<file path="src/rtl/branch_resolve_unit_pkg.sv">
// Shared types for EX-stage branch resolution: operand word, branch opcode, BHT reset value.
package branch_resolve_unit_pkg;

   localparam int XLEN = 32;

   typedef logic [XLEN-1:0] word_t;

   typedef enum logic [3:0] {
      BR_NONE = 4'd0,
      BR_EQ   = 4'd1,
      BR_NE   = 4'd2,
      BR_LT   = 4'd3,
      BR_GE   = 4'd4,
      BR_LTU  = 4'd5,
      BR_GEU  = 4'd6,
      BR_JAL  = 4'd7,
      BR_JALR = 4'd8
   } br_op_t;

   localparam logic [1:0] BHT_WEAK_NT = 2'b01;

   function automatic logic is_cond_op(input br_op_t op);
      return op inside {BR_EQ, BR_NE, BR_LT, BR_GE, BR_LTU, BR_GEU};
   endfunction

endpackage

</file>
<file path="src/rtl/branch_resolve_unit_bht.sv">
// 2-bit saturating branch history table: combinational read port, synchronous write port.
module bht_2bit
   import branch_resolve_unit_pkg::*;
#(
   parameter int DEPTH = 16,
   localparam int IW = $clog2(DEPTH)
) (
   input  logic          clk,
   input  logic          rst,
   input  logic [IW-1:0] rd_idx_i,
   output logic          rd_taken_o,
   input  logic          wr_en_i,
   input  logic [IW-1:0] wr_idx_i,
   input  logic          wr_taken_i
);

   logic [1:0] ctr_q [DEPTH];
   logic [1:0] ctr_d [DEPTH];

   genvar gi;
   generate
      for (gi = 0; gi < DEPTH; gi++) begin : g_entry
         logic hit;
         assign hit = wr_en_i && (wr_idx_i == IW'(gi));
         // Saturate at 2'b11 when taken, 2'b00 when not taken.
         assign ctr_d[gi] = !hit                            ? ctr_q[gi] :
                            (wr_taken_i  && ctr_q[gi] != 2'b11) ? ctr_q[gi] + 2'd1 :
                            (!wr_taken_i && ctr_q[gi] != 2'b00) ? ctr_q[gi] - 2'd1 :
                                                                  ctr_q[gi];
      end
   endgenerate

   always_ff @(posedge clk) begin
      if (rst) begin
         for (int i = 0; i < DEPTH; i++) ctr_q[i] <= BHT_WEAK_NT;
      end else begin
         for (int i = 0; i < DEPTH; i++) ctr_q[i] <= ctr_d[i];
      end
   end

   // Reading the register array gives the pre-update value on a same-index write.
   assign rd_taken_o = ctr_q[rd_idx_i][1];

endmodule

</file>
<file path="src/rtl/branch_resolve_unit.sv">
// EX-stage branch/jump resolver: condition evaluation, mispredict redirect, timed flush,
// BHT training and saturating performance counters.
module branch_resolve_unit
   import branch_resolve_unit_pkg::*;
#(
   parameter int BHT_DEPTH    = 16,
   parameter int FLUSH_CYCLES = 2,
   parameter int CNT_W        = 32
) (
   input  logic             clk,
   input  logic             rst,
   input  logic             valid_ex,
   input  logic             stall,
   input  br_op_t           br_op_ex,
   input  word_t            pc_ex,
   input  word_t            imm_ex,
   input  word_t            rs1_ex,
   input  word_t            rs2_ex,
   input  logic             pred_taken_ex,
   input  word_t            pc_if,
   output logic             pred_taken_if,
   output logic             redirect,
   output word_t            redirect_pc,
   output logic             flush,
   output logic [CNT_W-1:0] branch_cnt,
   output logic [CNT_W-1:0] mispred_cnt
);

   localparam int IW      = $clog2(BHT_DEPTH);
   localparam int FLUSH_W = $clog2(FLUSH_CYCLES + 1);

   logic               redirect_q, redirect_d;
   word_t              redirect_pc_q, redirect_pc_d;
   logic [FLUSH_W-1:0] flush_cnt_q, flush_cnt_d;
   logic [CNT_W-1:0]   branch_cnt_q, branch_cnt_d;
   logic [CNT_W-1:0]   mispred_cnt_q, mispred_cnt_d;

   logic  cond_op, jump_op, taken, resolve, cond_resolve, cond_mispred;
   word_t br_target, jalr_target, fall_pc;
   logic  unused_pc_if_bits;

   assign cond_op      = is_cond_op(br_op_ex);
   assign jump_op      = (br_op_ex == BR_JAL) || (br_op_ex == BR_JALR);
   assign resolve      = valid_ex && !stall && (br_op_ex != BR_NONE) && !flush;
   assign cond_resolve = resolve && cond_op;
   assign cond_mispred = cond_resolve && (taken != pred_taken_ex);

   assign br_target   = pc_ex + imm_ex;
   assign jalr_target = (rs1_ex + imm_ex) & ~word_t'(1);
   assign fall_pc     = pc_ex + word_t'(4);

   always_comb begin
      taken = 1'b0;
      unique case (br_op_ex)
         BR_EQ:   taken = (rs1_ex == rs2_ex);
         BR_NE:   taken = (rs1_ex != rs2_ex);
         BR_LT:   taken = ($signed(rs1_ex) <  $signed(rs2_ex));
         BR_GE:   taken = ($signed(rs1_ex) >= $signed(rs2_ex));
         BR_LTU:  taken = (rs1_ex <  rs2_ex);
         BR_GEU:  taken = (rs1_ex >= rs2_ex);
         default: taken = 1'b0;
      endcase
   end

   always_comb begin
      redirect_d    = (resolve && jump_op) || cond_mispred;
      redirect_pc_d = redirect_pc_q;
      if (resolve && br_op_ex == BR_JALR)    redirect_pc_d = jalr_target;
      else if (resolve && br_op_ex == BR_JAL) redirect_pc_d = br_target;
      else if (cond_mispred)                  redirect_pc_d = taken ? br_target : fall_pc;

      // Flush counter reloads only on a redirect and otherwise drains, even under stall.
      flush_cnt_d = flush_cnt_q;
      if (redirect_d)            flush_cnt_d = FLUSH_W'(FLUSH_CYCLES);
      else if (flush_cnt_q != 0) flush_cnt_d = flush_cnt_q - FLUSH_W'(1);

      branch_cnt_d  = branch_cnt_q;
      mispred_cnt_d = mispred_cnt_q;
      if (cond_resolve && branch_cnt_q != '1)  branch_cnt_d  = branch_cnt_q + CNT_W'(1);
      if (cond_mispred && mispred_cnt_q != '1) mispred_cnt_d = mispred_cnt_q + CNT_W'(1);
   end

   always_ff @(posedge clk) begin
      if (rst) begin
         redirect_q    <= 1'b0;
         redirect_pc_q <= '0;
         flush_cnt_q   <= '0;
         branch_cnt_q  <= '0;
         mispred_cnt_q <= '0;
      end else begin
         redirect_q    <= redirect_d;
         redirect_pc_q <= redirect_pc_d;
         flush_cnt_q   <= flush_cnt_d;
         branch_cnt_q  <= branch_cnt_d;
         mispred_cnt_q <= mispred_cnt_d;
      end
   end

   bht_2bit #(
      .DEPTH (BHT_DEPTH)
   ) u_bht (
      .clk        (clk),
      .rst        (rst),
      .rd_idx_i   (pc_if[2 +: IW]),
      .rd_taken_o (pred_taken_if),
      .wr_en_i    (cond_resolve),
      .wr_idx_i   (pc_ex[2 +: IW]),
      .wr_taken_i (taken)
   );

   assign unused_pc_if_bits = ^{pc_if[XLEN-1:IW+2], pc_if[1:0]};

   assign redirect    = redirect_q;
   assign redirect_pc = redirect_pc_q;
   assign flush       = (flush_cnt_q != '0);
   assign branch_cnt  = branch_cnt_q;
   assign mispred_cnt = mispred_cnt_q;

endmodule
</file>
<file path="config.mk">
export PLATFORM = sky130hd
export DESIGN_NAME = branch_resolve_unit
export DESIGN_NICKNAME = d
export VERILOG_FILES = /design/src/rtl/branch_resolve_unit_pkg.sv /design/src/rtl/branch_resolve_unit_bht.sv /design/src/rtl/branch_resolve_unit.sv
export SDC_FILE = /design/constraint.sdc
export NUM_CORES = 1
export LEC_CHECK = 0
export BUFFER_PORTS_ARGS = -buffer_cell sky130_fd_sc_hd__buf_2
export CAP_MARGIN = 40
export CORE_MARGIN = 3
export CORE_UTILIZATION = 55
export DETAILED_ROUTE_END_ITERATION = 8
export MAX_ROUTING_LAYER = met4
export PLACE_DENSITY = 0.88
export SLEW_MARGIN = 0
export SYNTH_ARGS = -nofsm -noshare
export SYNTH_HDL_FRONTEND = slang
export SYNTH_SLANG_ARGS = --single-unit
</file>
<file path="constraint.sdc">
create_clock -name clk -period 6.85 [get_ports clk]
set_input_delay 1.37 -clock clk [delete_from_list [all_inputs] [get_ports clk]]
set_output_delay 1.37 -clock clk [all_outputs]
set_load 0.05 [all_outputs]
</file>
[After elaboration in Yosys (flattened, before gate mapping)]
Memory sizes are Yosys's and may differ from the RTL's.
Index checks and enable logic that the tools add are counted.
Storage, ports and cells
  flip-flop bits (word level): 99
  latch bits: 0
  RAM bits: 32
  ROM bits: 0
  bits of input ports: 169
  output and inout port bits: 99
  word-level logic and storage cells: 272
  memories kept: 1
Memories
  u_bht.ctr_q: words 16, width 2, read ports 17, clocked after Yosys merged registers in 0, write ports 16, RTL line branch_resolve_unit_bht.sv:17  | logic [1:0] ctr_q [DEPTH];
Operators by class
  add/subtract/negate cells: 38
  multiply operators: 0
  div/mod/pow operators: 0
  $lt $le $gt $ge: 4
  equality and inequality tests: 44
  shift-type cells: 0
  multiplexer cells: 74
  bitwise gates (word level): 16
  reductions and logical operators: 88
Operators with widths (count)
  two-way mux 2 bit: 66
  two-way mux 32 bit: 4
  adder 32 x 1 -> 32 bit (second input constant): 2
  adder 32 bit: 2
  greater-or-equal comparator 32 bit: 2
  less-than comparator 32 bit: 2
  != test 32 bit (second input constant): 2
  logical AND 1 bit: 58
  nonzero test 2 bit: 19
  equality test 4 bit (second input constant): 9
  subtractor 2 x 1 -> 2 bit (second input constant): 17
  adder 2 x 1 -> 2 bit (second input constant): 16
  adder 32 x 3 -> 32 bit (second input constant): 1
  equality test 32 bit: 1
  equality test 4 x 3 -> 1 bit (second input constant): 8
  != test 2 bit (second input constant): 16
  != test 32 bit: 1
  equality test 4 x 2 -> 1 bit (second input constant): 4
  bitwise OR 1 bit: 16
  equality test 4 x 1 -> 1 bit (second input constant): 2
  one-hot mux 1 bit (6 select lines): 1
  nonzero test 6 bit: 1
  zero test 4 bit: 1
  nonzero test 4 bit: 1
  other kinds (6): 12

[Depth between registers and ports, before layout]
Gate-level depths: netlist (run 1).
  depth in word-level cells: 9
  mapped depth: 15

[Modules after synthesis]
From an unflattened synthesis (run 1), not the netlist that was laid out.
Second synthesis, totals
  cell total of the unflattened synthesis: 1414
  area total of the unflattened synthesis: 11126.9 um2
By module, submodules not included
  branch_resolve_unit: times used 1, cells an instance 1185, area each 9170.0 um2, sequential area each 1981.9 um2
  bht_2bit: times used 1, cells an instance 229, area each 1956.9 um2, sequential area each 640.6 um2

[Worst setup path before layout (run 1)]
OpenSTA, ideal clock, no wires.
  path type: input to register
  start: in rs2_ex[31]
  end: reg mispred_cnt_q[11], in the netlist mispred_cnt[11]
  setup time: 0.121 ns
  arrival: 4.587 ns
  data required time: 6.729 ns
  path slack: 2.142 ns
  stages: 13
  cells stage by stage: inv_1 ha_1 nand4_1 or2_1 or3_4 o221ai_4 mux2_2 a21oi_2 o32ai_4 mux2_4 buf_2 nor4_1 mux2_2
On the way
  cells in the longest elaborated chain, start to end: 5
Ends and longest elaborated chain
  from (decl): RTL line branch_resolve_unit.sv:18  | input word_t rs2_ex,
  greater-or-equal comparator 32 bit, or another cell as far along: RTL line branch_resolve_unit.sv:60  | BR_GEU: taken = (rs1_ex >= rs2_ex);
  one-hot mux 1 bit (6 select lines) *: RTL line branch_resolve_unit.sv:54  | unique case (br_op_ex)
  != test 1 bit *: RTL line branch_resolve_unit.sv:46  | assign cond_mispred = cond_resolve && (taken != pred_taken_ex);
  logical AND 1 bit *: RTL line branch_resolve_unit.sv:46
  logical AND 1 bit *: RTL line branch_resolve_unit.sv:80  | if (cond_mispred && mispred_cnt_q != '1) mispred_cnt_d = mispred_cnt_q + CNT_W'(1);
  to (signal assigned): RTL line branch_resolve_unit.sv:95  | mispred_cnt_q <= mispred_cnt_d;
  to (decl): RTL line branch_resolve_unit.sv:36  | logic [CNT_W-1:0] mispred_cnt_q, mispred_cnt_d;
Mark *: on every way between the ends. The rest lies on a longest branch, timed or not.
A chain may end at the register's enable or synchronous reset.

[Worst setup path after layout (run 1)]
  start: in rs1_ex[31]
  end: reg redirect_pc_q[20], in the netlist redirect_pc[20]
On the way
  cells in the longest elaborated chain, start to end: 6
Ends and longest elaborated chain
  from (decl): RTL line branch_resolve_unit.sv:17  | input word_t rs1_ex,
  greater-or-equal comparator 32 bit, or another cell as far along: RTL line branch_resolve_unit.sv:60
  one-hot mux 1 bit (6 select lines) *: RTL line branch_resolve_unit.sv:54
  two-way mux 32 bit (2 in series): RTL line branch_resolve_unit.sv:70  | else if (cond_mispred) redirect_pc_d = taken ? br_target : fall_pc;
  two-way mux 32 bit: RTL line branch_resolve_unit.sv:69  | else if (resolve && br_op_ex == BR_JAL) redirect_pc_d = br_target;
  two-way mux 32 bit: RTL line branch_resolve_unit.sv:68  | if (resolve && br_op_ex == BR_JALR) redirect_pc_d = jalr_target;
  to (signal assigned): RTL line branch_resolve_unit.sv:92  | redirect_pc_q <= redirect_pc_d;
  to (decl): RTL line branch_resolve_unit.sv:33  | word_t redirect_pc_q, redirect_pc_d;
Mark *: on every way between the ends. The rest lies on a longest branch, timed or not. The select of a mux whose other input is x is not followed.

==> key figures, run 1 <==
Drt
  • First DRT Iteration DRCs: 772
  • DRT Pass-1 Iters: 5
  • Total wire length: 34100 µm
  • Residual DRC: 0
  • Vias per cell: 6.22
  • Antenna-violating nets left: 0
  • Total number of vias: 12200
  • Routed len/inst: 17.4 µm

Timing
  • Final period utilization: 77.3%
  • Worst slew pin tran: 0.871 ns
  • Count of final hold-check violations: 0
  • Setup TNS Final: 0 ns
  • Fmax: 189 MHz
  • WHS: 0.439 ns
  • RSZ-0062 raised after global routing: false
  • Max-slew violations: 0
  • Max-slew headroom: 42.0%
  • Setup violators final: 0
  • Crit path time final: 5.29 ns
  • Fin Clk Skew: 0.0127 ns

Pwr
  • Combinational share of power: 26.8%
  • Int Power: 0.00156 W
  • PwrDens: 177 nW/µm²
  • Lkg Pwr: 5.84 nW
  • Sequential Power Share: 34.0%
  • Sw power: 0.000773 W
  • Sw Ratio: 33.1%
  • Max VDD drop: 151 µV
  • Clock share of power: 39.2%

Setup path
  • Stages on the worst setup path: 12
  • Launching element type of the critical path: input pin
  • Cell Chain, Critical Path: buf_2 > ha_1 > nand4_1 > nor4_1 > nand2_1 > nor4_2 > o21bai_1 > a21oi_2 > o32ai_4 > mux2_4 > a21oi_2 > a221o_1
  • Critical path arrival: 5.67 ns
  • Critical path's slowest cell: a21oi_2
  • Reg2reg start: flush_cnt_q[1]
  • R2r endpoint: redirect_pc[20]
  • Cell mode on critical path: a21oi_2
  • R2r setup slk: 3.22 ns
  • CP endpoint kind: flop
  • CP required: 7.22 ns
  • Slowest Stage Delay on Critical Path: 0.76 ns
  • WS Path Type: in2reg
  • Reg2reg path depth: 8
  • Buf/Inv on CP: 1
  • Crit path max-delay family: simple AND/OR/NAND/NOR gates
  • Crit Path Max Fanout: 66

Synthesis
  • Register area share after synthesis: 23.3%
  • Ys async rst share: 0%
  • Syn Area/Cell: 7.68 µm²
  • Synth Warn #: 0
  • Number of synthesized flops with an enable pin: 0
  • Synth Cell Area: 11300 µm²
  • #FFs+latches synth: 131
  • Main synth FF type: dfxtp_1
  • Synth Net Count: 1737
  • Mapped Cells: 1467
  • Synth unique cells: 83

CTS
  • Htree depth: 4
  • CTS resizes: 0
  • CTS Hold Bufs: 0
  • Worst-path clk slew: 0.07 ns
  • Clock buffer depth: 2
  • CTS tree: built
  • Root buffer cell: clkbuf_16
  • Worst-skew pair later-pin latency: 0.43 ns
  • Postcts setup bufs: 0
  • Inserted Clock Buffers: 17
  • CTS sink count: 131

Hold path
  • Type of the tightest min-delay check: reg2reg
  • Worst Min Path Start: flush_cnt_q[0]
  • Worst hold path stage count: 1
  • Worst Hold End: flush_cnt_q[0]

Global route
  • Initial antenna violation count: 1
  • Largest net degree at the start of global routing: 86
  • First-pass GRT wire length: 53600 µm
  • Met1 usage: 37.4%
  • Met3 global-route usage: 3.98%
  • Total GRT Usage: 30.1%
  • Grt total ovfl: 0
  • Vias in the first global route: 11400
  • Global route hottest layer: met2
  • Met2 Use GR: 49.4%

Finish
  • Share of the core filled with cells: 66.8%
  • Most common cell after layout, fill and taps aside: buf_2
  • Commonest cells after routing, fill and taps aside: buf_2, nor2_1, a21oi_1, dfxtp_1, nand2_1
  • Non-Filler Cell Area, Final: 13200 µm²
  • Layout cells sized above 1: 20.0%
  • Final #Nets: 1946
  • Synth-to-Final Area Change: 17.3%

Placed design
  • # port buffers: 239
  • HPWL Detailed: 26100 µm
  • Final Wtd Congestion: 0.988
  • Placed cell area: 12600 µm²

Run status
  • Status: finished clean

Floorplanning
  • Die area: 22200 µm²
  • Initial core utilization: 56.9%
  • Die Span Y: 149 µm
  • IO Pins: 268
  • Core area: 19800 µm²
  • Row Count: 51
  • Die Width: 149 µm

Job
  • Max_cap viols: 0
-- how the worst max path moves through the flow --
stage / endpoint / slack (ns) / startpoint
after floorplan: mispred_cnt[11] / 2.14 / rs2_ex[31]
after global placement: redirect_pc[16] / 1.18 / rs1_ex[31]
after detailed placement: redirect_pc[18] / 1.22 / rs1_ex[31]
after CTS: redirect_pc[20] / 1.66 / rs1_ex[31]
after global routing: redirect_pc[16] / 1.48 / rs1_ex[31]
final: redirect_pc[20] / 1.56 / rs1_ex[31]
-- power by group through the flow --
stage	Clock (W)	Sequential (W)	Combinational, W
finish	0.000915	0.000795	0.000625
global route	0.000957	0.000796	0.000685
CTS	0.000920	0.000794	0.000616
detailed placement	0	0.000810	0.000611
global placement	0	0.000810	0.000597
floorplan	0	0.000839	0.000410
-- synthesized netlist by cell type, types with 5 or more instances --
library cell  instances  area share, %
o221ai_1              5           0.39
mux2_2               19            1.9
a211o_1              12           0.93
nor4b_1               5           0.39
a211oi_1             11           0.73
o21a_1                9           0.60
nand3b_1              5           0.33
nor2_1              146            4.9
nand2b_1             17           0.94
nor3_1               49            2.2
a31o_2                5           0.39
clkbuf_1             47            1.6
nor3b_1               6           0.40
mux4_2                5            1.0
o21bai_1              7           0.47
a221o_1              11           0.98
inv_1                66            2.2
xor2_1               46            3.6
a221oi_1              8           0.62
or4_1                13           0.87
a31oi_1              12           0.67
o211ai_1             10           0.67
a21o_1               41            2.7
mux2i_1              15            1.3
a21oi_1             132            5.9
nand4_1              34            1.9
nor2b_1              20            1.1
or3_1                12           0.67
ha_1                 99             11
o21ai_0              89            4.0
nand3_1              38            1.7
and3_1               31            1.7
buf_2                 6           0.27
xnor2_1              54            4.2
dfxtp_1             131             23
nor4_1               14           0.78
nand2_1             129            4.3
or2_2                10           0.56
o31ai_1              21            1.4
-- cell families after synthesis --
logic type,Yosys count,share of synthesized area [%]
simple gates,547,24.2
fa+ha+maj,101,11.4
compound gates,420,24.2
flops,131,23.3
xor+xnor,100,7.78
mux,41,4.49
buf+inv,127,4.63
-- routing by layer --
layer,vias to the layer above,wire (µm)
li1,5822,-
met1,5666,13800
met2,570,16100
met3,103,2930
met4,0,1330
met5,-,0
-- flip-flops by register name (all words and copies together) (netlist names) --
| signal | count |
|---|---|
| redirect | 1 |
| u_bht.ctr_q | 32 |
| mispred_cnt | 32 |
| branch_cnt | 32 |
| redirect_pc | 32 |
| flush_cnt_q | 2 |
-- cell type report --
type,count,area (µm²)
multi-input cells,1209,8130
fillers,1673,6570
flip-flops and latches,131,2620
repair buffers,251,1300
clock buffers,21,470
well taps,265,332
inverters,66,248
clock inverters,11,114
diodes,1,2.50
-- stage by stage --
stage	power [W]	setup slack (ns)	instances
CTS	0.00233	1.66	1953
global placement	0.00141	1.18	1918
global route	0.00244	1.48	1955
floorplan	0.00125	2.14	1467
detailed placement	0.00142	1.22	1921
finish	0.00233	1.56	1955
Note: power is estimated with default switching activity, not from simulation.
==> run 2: changes to the inputs <==
Settings changed: CORE_UTILIZATION 55 to 50, PLACE_DENSITY 0.88 to 0.84.
Clock period 6.85 ns to 4.79 ns, I/O delays scaled along.
==> run 2 against run 1 <==
Compared with the run above: die area rose by 9.6%; clock power rose by 54%; cell area rose by 2.2%; routed wire length rose by 0.48%; non-clock buffer count rose by 26; worst hold slack improved by 0.0055 ns; setup slack got worse by 1.1 ns; critical path depth rose by 3; cell count rose by 2.2%; combinational power rose by 47%; largest power group unchanged; critical endpoint is now flush_cnt_q[1]; flip-flop and latch count did not move.
==> key figures, run 2 (synthesis gave the netlist of run 1 again) <==
Floorplanning
  • Die Span Y: 156 µm
  • Die Width: 156 µm
  • Row Count: 54
  • Core area: 22000 µm²
  • Initial core utilization: 51.3%
  • IO Pins: 268
  • Die area: 24400 µm²

Timing
  • Crit path time final: 4.37 ns
  • Worst slew pin tran: 0.866 ns
  • Final period utilization: 91.1%
  • Count of final hold-check violations: 0
  • Fin Clk Skew: 0.0115 ns
  • Setup TNS Final: 0 ns
  • Fmax: 229 MHz
  • RSZ-0062 raised after global routing: false
  • Setup violators final: 0
  • Max-slew violations: 0
  • Max-slew headroom: 42.2%

Finish
  • Register Area: 2620 µm²
  • Multi-input logic area: 8120 µm²
  • Fill count: 1930
  • Synth-to-Final Area Change: 19.9%
  • Layout cells sized above 1: 21.0%
  • Most common cell after layout, fill and taps aside: buf_2
  • Final #Nets: 1972
  • Commonest cells after routing, fill and taps aside: buf_2, nor2_1, a21oi_1, dfxtp_1, nand2_1

Setup path
  • CP required: 5.08 ns
  • Crit Path Max Fanout: 11
  • WS Path Type: in2reg
  • CP endpoint kind: flop
  • Critical path arrival: 4.65 ns
  • Launching element type of the critical path: input pin
  • R2r setup slk: 1.50 ns

Job
  • Max_cap viols: 0

Hold path
  • Type of the tightest min-delay check: reg2reg

Drt
  • DRT Pass-1 Iters: 5
  • Total number of vias: 12300
  • Antenna-violating nets left: 0
  • Routed len/inst: 17.2 µm
  • Residual DRC: 0
  • Total wire length: 34300 µm
  • Vias per cell: 6.13
  • First DRT Iteration DRCs: 1073

CTS
  • Worst-path clk slew: 0.05 ns
  • Worst-skew pair later-pin latency: 0.43 ns
  • Root buffer cell: clkbuf_16
  • Clock buffer depth: 2
  • Htree depth: 4
  • Postcts setup bufs: 0
  • CTS resizes: 0
  • CTS sink count: 131
  • CTS Hold Bufs: 0
  • CTS tree: built
  • Inserted Clock Buffers: 17

Placed design
  • # port buffers: 239
  • Final Wtd Congestion: 0.947
  • HPWL Detailed: 26800 µm

Pwr
  • PwrDens: 257 nW/µm²
  • Max VDD drop: 211 µV
  • Total Power: 0.00346 W
  • Lkg Pwr: 5.99 nW

Global route
  • Largest net degree at the start of global routing: 86
  • Total GRT Usage: 28.0%
  • Initial antenna violation count: 3
  • Vias in the first global route: 11200
  • First-pass GRT wire length: 54700 µm
  • Grt total ovfl: 0

Run status
  • Status: finished clean
run 2: cell types whose count changed in the layout (fill, tap and decap cells not counted), sizes merged:
cell      change
buf          +27
bufinv        +3
clkbuf        -4
clkinvlp      +2
diode         +2
inv           -2
run 2: per-layer routing:
metal	GRT usage [%]	vias to the layer above	routed length, µm
li1	-	5867	-
met1	34.6	5745	14200
met2	46.5	541	16200
met3	3.52	99	2540
met4	11.1	0	1250
met5	-	-	0
run 2: worst max-delay path, cell delays in order:
cell      delay (ns)
buf_2           0.12
ha_1            0.30
nand4_1         0.25
or2_1           0.35
or3_4           0.41
o221ai_4        0.26
mux2_2          0.39
a21oi_2         0.20
o32ai_4         0.11
buf_4           0.22
mux2i_2         0.17
buf_4           0.18
buf_4           0.18
nor2_1          0.39
a31oi_1         0.15
run 2: layout make-up:
cell class,count,area share (%)
clock inverter,14,1.49
antenna,3,0.0556
clock buffer,18,3.18
multi-input combinational,1209,60.1
sequential,131,19.4
tap,280,2.59
timing repair buffer,277,11.3
inverter,66,1.83
run 2: report_power, final:
group          internal [W]  switching (W)  leakage [nW]
Clock              0.000879       0.000532         0.295
Sequential          0.00111      0.0000226          1.06
Combinational      0.000368       0.000549          4.63
Total               0.00236        0.00110          5.99
run 2: per-stage QoR:
step / std cells / cell area, µm² / hold slack, ns / worst slack (ns) / util [%]
2_1_floorplan: 1467 / 11300 / 0.413 / 0.494 / -
3_3_place_gp: 1959 / 12800 / 0.428 / 0.106 / 58.4
3_5_place_dp: 1963 / 12900 / 0.441 / 0.0196 / 58.6
4_1_cts: 1995 / 13500 / 0.446 / 0.443 / 61.5
5_1_grt: 1998 / 13500 / 0.482 / 0.332 / 61.5
6_report: 1998 / 13500 / 0.445 / 0.425 / 61.5
run 2: path summary, 6_finish.rpt:
kind | startpoint | end | cells past startpoint
worst min register to register | flush_cnt_q[0] | flush_cnt_q[0] | 1
worst max register to register | branch_cnt[8] | branch_cnt[31] | 11
worst max-delay path | rs1_ex[30] | flush_cnt_q[1] | 15
worst min-delay path | flush_cnt_q[0] | flush_cnt_q[0] | 1
